--- config.mk ---
export PLATFORM = sky130hd
export DESIGN_NAME = svcs_frame_rx
export DESIGN_NICKNAME = d
export VERILOG_FILES = /design/src/rtl/svcs_frame_rx.sv
export SDC_FILE = /design/constraint.sdc
export NUM_CORES = 1
export LEC_CHECK = 0
export ABC_AREA = 1
export CAP_MARGIN = 25
export CORE_MARGIN = 2
export CORE_UTILIZATION = 62
export CTS_BUF_LIST = sky130_fd_sc_hd__clkbuf_4
export CTS_CLUSTER_SIZE = 20
export DETAILED_ROUTE_END_ITERATION = 10
export PLACE_DENSITY = 0.83
export SLEW_MARGIN = 20
export SYNTH_ARGS = -nofsm -noshare
export SYNTH_HDL_FRONTEND = slang
export SYNTH_SLANG_ARGS = --single-unit
--- constraint.sdc ---
create_clock -name clk_i -period 2.4 [get_ports clk_i]
set_input_delay 0.6 -clock clk_i [delete_from_list [all_inputs] [get_ports clk_i]]
set_output_delay 0.6 -clock clk_i [all_outputs]
set_load 0.05 [all_outputs]
--- src/rtl/svcs_frame_rx.sv ---
// svcs_frame_rx
// Receive end of the SVCS socket byte protocol. Consumes the framed byte
// stream (header, optional 4-byte LE size, LE payload) on a valid/ready byte
// channel and reassembles it into typed 32-bit words on a valid/ready word
// channel. Malformed headers, out-of-range sizes and stalled frames raise a
// one-cycle frame_err_o pulse with a sticky err_code_o.
//
// Ports:
//   clk_i        system clock, rising edge
//   rst_n_i      synchronous active-low reset
//   rx_valid_i   input byte valid
//   rx_data_i    input byte
//   rx_ready_o   byte accepted when rx_valid_i & rx_ready_o
//   out_valid_o  output word valid
//   out_ready_i  consumer accepts word
//   out_data_o   assembled word, little-endian byte order
//   out_type_o   frame type code of the current word
//   out_first_o  first word of a frame
//   out_last_o   last word of a frame
//   frame_err_o  one-cycle error pulse
//   err_code_o   1 bad type, 2 bad size, 3 timeout; held until next error
//   busy_o       high whenever the receiver is not idle
module svcs_frame_rx #(
  parameter int unsigned MAX_LEN = 256,
  parameter int unsigned TIMEOUT = 1024
) (
  input  logic        clk_i,
  input  logic        rst_n_i,
  input  logic        rx_valid_i,
  input  logic [7:0]  rx_data_i,
  output logic        rx_ready_o,
  output logic        out_valid_o,
  input  logic        out_ready_i,
  output logic [31:0] out_data_o,
  output logic [2:0]  out_type_o,
  output logic        out_first_o,
  output logic        out_last_o,
  output logic        frame_err_o,
  output logic [1:0]  err_code_o,
  output logic        busy_o
);

  typedef enum logic [1:0] {
    ST_IDLE = 2'd0,
    ST_SIZE = 2'd1,
    ST_DATA = 2'd2,
    ST_EMIT = 2'd3
  } state_e;

  localparam logic [2:0]  T_BYTE    = 3'd1;
  localparam logic [2:0]  T_INT     = 3'd2;
  localparam logic [2:0]  T_INTV    = 3'd3;
  localparam logic [2:0]  T_STRING  = 3'd4;
  localparam logic [2:0]  T_REAL    = 3'd5;
  localparam logic [31:0] MAX_LEN_W = 32'(MAX_LEN);
  localparam logic [31:0] TMO_LAST  = 32'(TIMEOUT - 1);

  state_e      state_q, state_d;
  logic [2:0]  type_q;
  logic [1:0]  lane_q;
  logic [31:0] word_q;
  logic [31:0] size_q;
  // Remaining payload bytes of the frame (INTV sizes are scaled to bytes).
  logic [31:0] rem_q;
  logic [31:0] tmo_q;
  logic        first_q;

  logic        rx_ready_q;
  logic        out_valid_q;
  logic [31:0] out_data_q;
  logic [2:0]  out_type_q;
  logic        out_first_q;
  logic        out_last_q;
  logic        frame_err_q;
  logic [1:0]  err_code_q;
  logic        busy_q;

  logic        byte_acc_d;
  logic        hdr_valid_d;
  logic        hdr_bad_d;
  logic        size_bad_d;
  logic        tmo_hit_d;
  logic        word_done_d;
  logic        emit_hs_d;
  logic        count_idle_d;
  logic        len_ok_d;
  logic [31:0] size_d;
  logic [31:0] word_d;
  logic [31:0] rem_dec_d;

  // Next-state decode and frame events for the current cycle.
  always_comb begin
    state_d      = state_q;
    hdr_bad_d    = 1'b0;
    size_bad_d   = 1'b0;
    tmo_hit_d    = 1'b0;
    word_done_d  = 1'b0;
    emit_hs_d    = 1'b0;
    byte_acc_d   = rx_valid_i & rx_ready_q;
    hdr_valid_d  = (rx_data_i >= 8'd1) && (rx_data_i <= 8'd5);
    // Size bytes arrive LE: shift new byte in from the top.
    size_d       = {rx_data_i, size_q[31:8]};
    len_ok_d     = (size_d != 32'd0) && (size_d <= MAX_LEN_W);
    word_d       = word_q;
    word_d[{lane_q, 3'b000} +: 8] = rx_data_i;
    rem_dec_d    = rem_q - 32'd1;

    case (state_q)
      ST_IDLE: begin
        if (byte_acc_d) begin
          if (hdr_valid_d) begin
            if ((rx_data_i[2:0] == T_INTV) || (rx_data_i[2:0] == T_STRING)) begin
              state_d = ST_SIZE;
            end else begin
              state_d = ST_DATA;
            end
          end else begin
            hdr_bad_d = 1'b1;
          end
        end else begin
          state_d = ST_IDLE;
        end
      end
      ST_SIZE: begin
        if (byte_acc_d) begin
          if (lane_q == 2'd3) begin
            if (len_ok_d) begin
              state_d = ST_DATA;
            end else begin
              size_bad_d = 1'b1;
              state_d    = ST_IDLE;
            end
          end else begin
            state_d = ST_SIZE;
          end
        end else if (tmo_q == TMO_LAST) begin
          tmo_hit_d = 1'b1;
          state_d   = ST_IDLE;
        end else begin
          state_d = ST_SIZE;
        end
      end
      ST_DATA: begin
        if (byte_acc_d) begin
          // Word closes on its 4th lane or on the frame's final byte.
          if ((lane_q == 2'd3) || (rem_q == 32'd1)) begin
            word_done_d = 1'b1;
            state_d     = ST_EMIT;
          end else begin
            state_d = ST_DATA;
          end
        end else if (tmo_q == TMO_LAST) begin
          tmo_hit_d = 1'b1;
          state_d   = ST_IDLE;
        end else begin
          state_d = ST_DATA;
        end
      end
      ST_EMIT: begin
        if (out_ready_i) begin
          emit_hs_d = 1'b1;
          state_d   = (rem_q == 32'd0) ? ST_IDLE : ST_DATA;
        end else begin
          state_d = ST_EMIT;
        end
      end
      default: begin
        state_d = ST_IDLE;
      end
    endcase

    // The idle counter only runs while a frame is waiting on input bytes.
    count_idle_d = ((state_q == ST_SIZE) || (state_q == ST_DATA)) &&
                   !byte_acc_d && !tmo_hit_d;
  end

  // Frame state, datapath and registered outputs.
  always_ff @(posedge clk_i) begin
    if (!rst_n_i) begin
      state_q     <= ST_IDLE;
      type_q      <= 3'd0;
      lane_q      <= 2'd0;
      word_q      <= 32'd0;
      size_q      <= 32'd0;
      rem_q       <= 32'd0;
      tmo_q       <= 32'd0;
      first_q     <= 1'b0;
      rx_ready_q  <= 1'b0;
      out_valid_q <= 1'b0;
      out_data_q  <= 32'd0;
      out_type_q  <= 3'd0;
      out_first_q <= 1'b0;
      out_last_q  <= 1'b0;
      frame_err_q <= 1'b0;
      err_code_q  <= 2'd0;
      busy_q      <= 1'b0;
    end else begin
      state_q     <= state_d;
      rx_ready_q  <= (state_d != ST_EMIT);
      busy_q      <= (state_d != ST_IDLE);
      frame_err_q <= hdr_bad_d | size_bad_d | tmo_hit_d;

      if (hdr_bad_d) begin
        err_code_q <= 2'd1;
      end else if (size_bad_d) begin
        err_code_q <= 2'd2;
      end else if (tmo_hit_d) begin
        err_code_q <= 2'd3;
      end else begin
        err_code_q <= err_code_q;
      end

      if (count_idle_d) begin
        tmo_q <= tmo_q + 32'd1;
      end else begin
        tmo_q <= 32'd0;
      end

      case (state_q)
        ST_IDLE: begin
          if (byte_acc_d && hdr_valid_d) begin
            type_q  <= rx_data_i[2:0];
            lane_q  <= 2'd0;
            word_q  <= 32'd0;
            size_q  <= 32'd0;
            first_q <= 1'b1;
            case (rx_data_i[2:0])
              T_BYTE:  rem_q <= 32'd1;
              T_INT:   rem_q <= 32'd4;
              T_REAL:  rem_q <= 32'd8;
              default: rem_q <= 32'd0;
            endcase
          end
        end
        ST_SIZE: begin
          if (byte_acc_d) begin
            size_q <= size_d;
            lane_q <= lane_q + 2'd1;
            if ((lane_q == 2'd3) && len_ok_d) begin
              // Bounded by MAX_LEN, so the x4 scaling cannot overflow.
              rem_q <= (type_q == T_INTV) ? {size_d[29:0], 2'b00} : size_d;
            end
          end
        end
        ST_DATA: begin
          if (byte_acc_d) begin
            word_q <= word_d;
            lane_q <= lane_q + 2'd1;
            rem_q  <= rem_dec_d;
            if (word_done_d) begin
              out_valid_q <= 1'b1;
              out_data_q  <= word_d;
              out_type_q  <= type_q;
              out_first_q <= first_q;
              out_last_q  <= (rem_q == 32'd1);
            end
          end
        end
        ST_EMIT: begin
          if (emit_hs_d) begin
            out_valid_q <= 1'b0;
            first_q     <= 1'b0;
            // Cleared so a short string tail is zero-padded.
            word_q      <= 32'd0;
          end
        end
        default: begin
          out_valid_q <= 1'b0;
        end
      endcase
    end
  end

  assign rx_ready_o  = rx_ready_q;
  assign out_valid_o = out_valid_q;
  assign out_data_o  = out_data_q;
  assign out_type_o  = out_type_q;
  assign out_first_o = out_first_q;
  assign out_last_o  = out_last_q;
  assign frame_err_o = frame_err_q;
  assign err_code_o  = err_code_q;
  assign busy_o      = busy_q;

endmodule

# Word level (Yosys, flattened, before mapping)
# Index checks and enable logic that the tools add are counted.
# Widths: inputs -> output; s select.
# op_classes
n_addsub,4
order_cmp,3
n_eq_ne,20
shifts,2
mux,54
bitwise_logic,4
n_reduce_logical,34
# op_table
cell,count
$mux 32,9
$pmux 32 s3,2
$pmux 32 s2,1
$add 32x1->32 const B,1
$bwmux 32,1
$eq 32x1->1 const B,1
$eq 32x10->1 const B,1
$le 32x9->1 const B,1
$logic_not 32->1,1
$reduce_bool 32->1,1
$shift 8x7->32 const A,1
$shiftx 8x7->32,1
$sub 32x1->32 const B,1
$mux 2,14
$mux 1,22
$ne 2x2->1 const B,6
$pmux 4 s3,1
$reduce_and 3->1,4
$reduce_bool 2->1,6
$eq 3x2->1 const B,3
$reduce_bool 3->1,3
$ge 8x1->1 const B,1
$le 8x3->1 const B,1
$pmux 2 s4,1
20 further kinds,37
# word_totals
regBits,179

# Logic depth before layout (Yosys ltp)
# Gate-level depths: netlist (run 1).
# depth
depth_word,8
ltp_mapped,14
mapped_depth_nobuf,14

# Worst setup path before layout (run 1)
# Ideal clock, no wire load.
# synth_timing
path_kind,reg2reg
from,register lane_q[0]
to,register word_q[4]
setup_time_ns,0.059
arrival_time_ns,2.005
t_required_ns,2.341
setup_slack_ns,0.336
stages_incl_launch_ff,9
path_buffers,1
synth_period_minus_slack_ns,2.064
cell_sequence,dfxtp_1 > clkbuf_1 > inv_1 > ha_1 > nor2_1 > nand3_1 > a2bb2oi_1 > o21ai_0 > o211a_1
# synth_between
elab_chain_cells,5
# synth_lines
element,line,rtl
start: declaration,60,logic [1:0] lane_q;
start signal: assignment,238,lane_q <= lane_q + 2'd1;
start signal: assignment,248,lane_q <= lane_q + 2'd1;
$neg 5->7 *,105,"word_d[{lane_q, 3'b000} +: 8] = rx_data_i;"
$shiftx 8x7->32 or $shift 8x7->32 (tied branches),105,
$bwmux 32 *,105,
$mux 32 *,246,if (byte_acc_d) begin
$pmux 32 s3 *,219,case (state_q)
end signal: assignment,247,word_q <= word_d;
end: declaration,61,logic [31:0] word_q;
# Every way passes the cells marked *; elsewhere a longest branch is shown, timed or not. The select of a mux whose other input is x is not followed.
# A chain may end at the register's enable or synchronous reset.

# Worst setup path after layout (run 1)
# layout_timing
from,"register out_data_q[25], in the netlist out_data_o[25]"
to,output out_data_o[25]
# layout_rtl
element,line,rtl
start: declaration,70,logic [31:0] out_data_q;
start signal: assignment,252,out_data_q <= word_d;
end: declaration,34,"output logic [31:0] out_data_o,"
# No word-level cell between the ends.

==> impl_metrics.ini, run 1 <==
[logic_synthesis]
synth_edf_count = 0
ys_seq_area_share_pct = 38.13
synthCells = 1345
syn_area_um2 = 8977
synth.distinct_cells = 42
synth_fp_nets = 1371
yosys_register_bits = 171
syn_area_per_cell_um2 = 6.675
yosysWarnings = 0
async_flop_share_pct = 0
synthFlopType = dfxtp_1

[run]
cap_viol_max_count = 0

[worst_setup_path]
cp_num_cells = 1
rr_worst_depth = 12
critPathLaunchType = flip-flop
cp.required_ps = 1800
regToRegSetupSlack_ps = 350
critPathBufInv = 1
cp_cell_sequence = clkdlybuf4s50_1
crit_end = out_data_o[25]
timing.rr.end = tmo_q[30]
path_max_fanout = 2
r2r_start = tmo_q[0]
cp_slowest_stage_delay_ps = 800
critical_path_class = flip-flop to output port
crit_start = out_data_o[25]
crit_family = buffers and inverters
cp_slowest_cell = clkdlybuf4s50_1
cp.arrival_ps = 1750
cp-end-kind = output port

[detailed_routing]
via_per_inst = 5.748
drc = 0
drt-initial-drc-count = 1048
vias = 9191
drt_first_pass_iters = 6
wl_per_cell_um = 15.25
wl_mm = 24.38
ant_nets = 0

[clock_tree]
cts_buffers = 17
cts_tree = built
path_clk_slew_ps = 160
htreeDepth = 4
clk_latency_ps = 600
post_cts_buffers = 0
clockRootBuffer = clkbuf_4
cts.sinks = 171
cts.path.max_buffers = 2

[timing]
slew_viol_final = 0
hold_violations = 0
relSlewSlack_pct = 54.80
fin_setup_tns_ps = 0
grt_setup_unrepaired = false
timing.fmax_mhz = 426.2
finalSetupViolCount = 0
period_share_pct = 97.75
clock_skew_ps = 21.15
tightest_slew_ps = 670.9
min_period_ps = 2346

[global_route]
grt_pass1_wl_mm = 39.70
first_global_vias = 8097
grt_use_total_pct = 30.90
grt_max_degree = 54
gr-total-overflow = 0
antenna_found_initial = 1

[floorplan]
io_pins = 55
die_h_um = 124.3
chipWidth_um = 124.3
initial_utilization_pct = 64.18
dieArea_um2 = 15460
rows = 43
design.core.area_um2 = 13990

[place]
placed_cells = 1566
place_hpwl_mm = 17.53
gp_congestion = 0.9528
io_buffers = 54

[power]
pwr-share-seq_pct = 59.3
p_sw_share_pct = 27.33
p_per_area_nw_per_um2 = 470.1
p_comb_share_pct = 4.3
peakVddDrop_mv = 0.3421
p_switching_w = 0.001317
power_leakage_nw = 4.919
p_int_w = 0.003503
power_frac_clock_pct = 36.4
finalPower_w = 0.004820

[finish]
fin_cells = 1599
fillers = 1204
drive_gt1_share_pct = 6.841
final_nets = 1431
layout_common_cells = nand2_1 (305), nor2_1 (198), dfxtp_1 (171)
syn_to_final_growth_pct = 14.20
layout_commonest_cell = nand2_1

[worst_hold_path]
min_from = rst_n_i
min_path_type = primary input to flip-flop

[outcome]
outcome = completed
[Yosys cell counts (2+ instances only)]
| cell | count | area (µm²) |
|---|---|---|
| o21ai_0 | 151 | 755.7 |
| o211ai_1 | 2 | 15.01 |
| o31ai_1 | 3 | 22.52 |
| nand2_1 | 305 | 1145 |
| a32o_1 | 4 | 40.04 |
| or2_2 | 3 | 18.77 |
| nand2_2 | 2 | 12.51 |
| xnor2_1 | 7 | 61.31 |
| nor2_1 | 198 | 743.2 |
| a211oi_1 | 12 | 90.09 |
| buf_6 | 3 | 33.78 |
| o211a_1 | 17 | 170.2 |
| inv_1 | 105 | 394.1 |
| nor4_1 | 2 | 12.51 |
| nand3_1 | 72 | 360.4 |
| inv_2 | 4 | 15.01 |
| a21oi_1 | 108 | 540.5 |
| dfxtp_1 | 171 | 3423 |
| nor3_1 | 25 | 125.1 |
| nor2_2 | 4 | 25.02 |
| clkinv_1 | 2 | 7.510 |
| xor2_1 | 17 | 148.9 |
| o21bai_1 | 7 | 52.55 |
| buf_4 | 3 | 22.52 |
| ha_1 | 14 | 175.2 |
| a22oi_1 | 10 | 75.07 |
| buf_1 | 4 | 15.01 |
| a2bb2oi_1 | 2 | 17.52 |
| buf_2 | 9 | 45.04 |
| nand4_1 | 20 | 125.1 |
| nor3b_1 | 3 | 22.52 |
| o22ai_1 | 4 | 25.02 |
| clkbuf_1 | 43 | 161.4 |
[flip-flops by register name (all words and copies together), names as in the netlist]
name and count:
out_type_o 3, tmo_q 32, out_data_o 32, err_code_o 2, first_q 1, lane_q 2
out_first_o 1, state_q 2, out_last_o 1, rem_q 32, type_q 3, busy_o 1
size_q 24, word_q 32, out_valid_o 1, rx_ready_o 1, frame_err_o 1
[metal layers]
metal  share of wire [%]  global-route usage [%]  vias up
met5                   0                       0        -
met4                 2.0                   9.518        0
met3                 9.4                   7.947       55
met2                  43                   46.35      399
met1                  45                   43.75     4159
li1                    -                       -     4578
[worst register-to-register path, delay by kind of cell (launching register included)]
kind                     cells  cell delay, ps
adder cells (fa/ha/maj)      1             190
buffers and inverters        2             150
flip-flops                   1             420
AND/OR/NAND/NOR              9            1210
[kinds of logic after synthesis]
group	after synthesis	synth area share, %
fa+ha+maj	14	1.951
flops	171	38.13
xor+xnor	24	2.341
buf+inv	173	7.735
simple gates	639	29.39
compound gates	324	20.45
[metrics by stage]
stage / utilization [%] / setup slack (ps) / instance area, µm² / hold WS (ps)
after floorplan: - / 336.0 / 8977 / 429.9
final: 73.29 / 53.89 / 10250 / 322.4
after global placement: 70.71 / -114.8 / 9891 / 451.5
after detailed placement: 70.71 / -210.7 / 9891 / 456.4
after CTS: 72.77 / 0.7742 / 10180 / 293.3
after global routing: 73.29 / 2.257 / 10250 / 317.8
[cell type report]
cell class	instances	area [µm²]	area share (%)
Clock inverter	15	177.7	1.733
Multi-Input combinational cell	1001	4860	47.40
Tap cell	180	225.2	2.197
Antenna cell	1	2.502	0.02441
Clock buffer	17	127.6	1.245
Inverter	111	416.7	4.064
Timing Repair Buffer	103	1020	9.946
Sequential cell	171	3423	33.39
[power groups by stage]
stage / registers (W) / clock network, W / logic (W)
after floorplan: 0.00293 / 0 / 0.000106
after global placement: 0.00292 / 0 / 0.000204
after detailed placement: 0.00292 / 0 / 0.000207
after CTS: 0.00286 / 0.00178 / 0.000206
after global routing: 0.00286 / 0.00189 / 0.000228
final: 0.00286 / 0.00175 / 0.000209
[worst min path at each step]
stage	endpoint	cells after the start	slack (ps)
5_1_grt	frame_err_o	3	320
2_1_floorplan	tmo_q[0]	1	430
4_1_cts	frame_err_o	3	290
3_3_place_gp	word_q[12]	2	450
6_report	frame_err_o	3	320
3_5_place_dp	first_q	2	460
[timing repair]
action,CTS,global route
hold buffers,0,0
gates resized for setup,13,28
pin swaps,0,0
endpoints found under the setup margin,13,28
No activity file was read; power rests on OpenSTA's default activity.
==> run 2, diff against run 1 <==
Settings changed: CORE_ASPECT_RATIO set to 0.8.
==> run 2 against run 1 <==
  * Power down 0.66%
  * Final cell count is 0.56% higher
  * Worst setup slack improved by 170 ps
  * Global-route usage up 1.7 points
  * First-iteration DRC count up 8.5%
==> impl_metrics.ini, run 2 (synthesized netlist as in run 1, its figures left out) <==
[clock_tree]
cts_buffers = 17
cts_tree = built
htreeDepth = 4
clockRootBuffer = clkbuf_4
path_clk_slew_ps = 160
cts_hold_buffers = 0
clk_latency_ps = 630
post_cts_buffers = 0
cts_resized = 25
cts.sinks = 171
cts.path.max_buffers = 2

[detailed_routing]
wl_met2_mm = 10.30
topRoutingLayerUsed = met4
wirelength_met1_mm = 11.43
via_per_inst = 5.795
drt_first_pass_iters = 6
ant_nets = 0
drt-initial-drc-count = 1137
met3WireLength_mm = 2.971
vias = 9318
drc = 0
wl_mm = 25.01
wl_per_cell_um = 15.55

[place]
placed_cells = 1575
place_hpwl_mm = 18.20
post_dp_cell_area_um2 = 9958
gp_congestion = 0.9908
dpl_worst_slack_ps = -220.5
io_buffers = 54

[worst_setup_path]
critPathBufInv = 2
cp_slowest_cell = nand3_1
cp.required_ps = 2930
critPathLaunchType = flip-flop
crit_start = type_q[2]
cp-end-kind = flip-flop
crit_family = simple AND/OR/NAND/NOR gates
cp.arrival_ps = 2700
cp_slowest_stage_delay_ps = 410
path_max_fanout = 11
critical_path_class = flip-flop to flip-flop
r2r_start = type_q[2]
cp_cell_sequence = inv_1 > nand3_1 > inv_1 > nor2_1 > o22ai_1 > nand2_1 > o31ai_1 > nand2_1 > a21oi_1

[global_route]
grt_use_total_pct = 32.56
antenna_found_initial = 1
gr-total-overflow = 0
grt_pass1_wl_mm = 41.16
first_global_vias = 8291
grt_max_degree = 61

[timing]
timing.final.ws_setup_ps = 227.2
timing.fmax_mhz = 460.2
min_period_ps = 2173
finalSetupViolCount = 0
tightest_slew_ps = 561.1
period_share_pct = 90.53
grt_setup_unrepaired = false
slew_viol_final = 0
hold_violations = 0
clock_skew_ps = 42.96
fin_setup_tns_ps = 0
relSlewSlack_pct = 62.49

[finish]
layout_commonest_cell = nand2_1
drive_gt1_share_pct = 7.238
fin_cells = 1608
final_nets = 1436
layout_common_cells = nand2_1 (305), nor2_1 (198), dfxtp_1 (171)
syn_to_final_growth_pct = 14.48
fin_util_pct = 72.38
final_area_um2 = 10280

[floorplan]
design.core.area_um2 = 14200
dieArea_um2 = 15460
io_pins = 55
initial_utilization_pct = 63.22
chipWidth_um = 138.5
die_h_um = 111.6
rows = 39

[power]
power_leakage_nw = 4.816
p_per_area_nw_per_um2 = 465.9
peakVddDrop_mv = 0.4759

[outcome]
outcome = completed

[worst_hold_path]
min_path_type = primary input to flip-flop
min_from = rst_n_i

[run]
cap_viol_max_count = 0
==> run 2: cell types whose count changed in the layout (fill, tap and decap cells not counted), moves of 2 or more <==
cell,delta
dlygate4sd2_1,+12
buf_12,+2
buf_4,+3
dlymetal6s2s_1,-10
clkdlybuf4s50_1,-2
inv_8,+3
inv_6,-4
==> run 2: path summary, 6_finish.rpt <==
check / endpoint / slack, ps / cells after the start
max: rem_q[3] / 230 / 9
min: size_q[13] / 390 / 3
max reg2reg: rem_q[3] / 230 / 9
min reg2reg: word_q[13] / 480 / 2
==> run 2: layer usage <==
metal | track usage [%] | up-vias
met1 | 48.51 | 4211
met4 | 8.776 | 0
li1 | - | 4604
met2 | 45.71 | 469
met5 | 0 | -
met3 | 9.720 | 34
==> run 2: report_power, final <==
group,total [W],switching [W],leakage (nW),internal (W)
Sequential,0.00286,0.00000648,1.38,0.00285
Clock,0.00172,0.00123,0.159,0.000491
Combinational,0.000215,0.000138,3.28,0.0000771
Total,0.00479,0.00137,4.82,0.00342
==> run 2: final cells by class <==
type,count,area [µm²]
inverters,111,416.7
fillers,1181,3923
diodes,1,2.502
clock inverters,15,175.2
repair buffers,108,1042
flip-flops and latches,171,3423
well taps,184,230.2
multi-input cells,1001,4860
clock buffers,17,127.6
==> run 2: worst register-to-register path, stage by stage (launching register included) <==
cell	delay (ps)
dfxtp_1	340
inv_1	90
nand3_1	410
inv_1	360
nor2_1	70
o22ai_1	310
nand2_1	90
o31ai_1	150
nand2_1	130
a21oi_1	150
==> run 2: stage by stage <==
step	total power [W]	hold WS, ps
2_1_floorplan	0.003031	429.9
6_report	0.004788	386.9
5_1_grt	0.004934	369.0
4_1_cts	0.004797	361.9
3_3_place_gp	0.003124	444.9
3_5_place_dp	0.003127	449.5
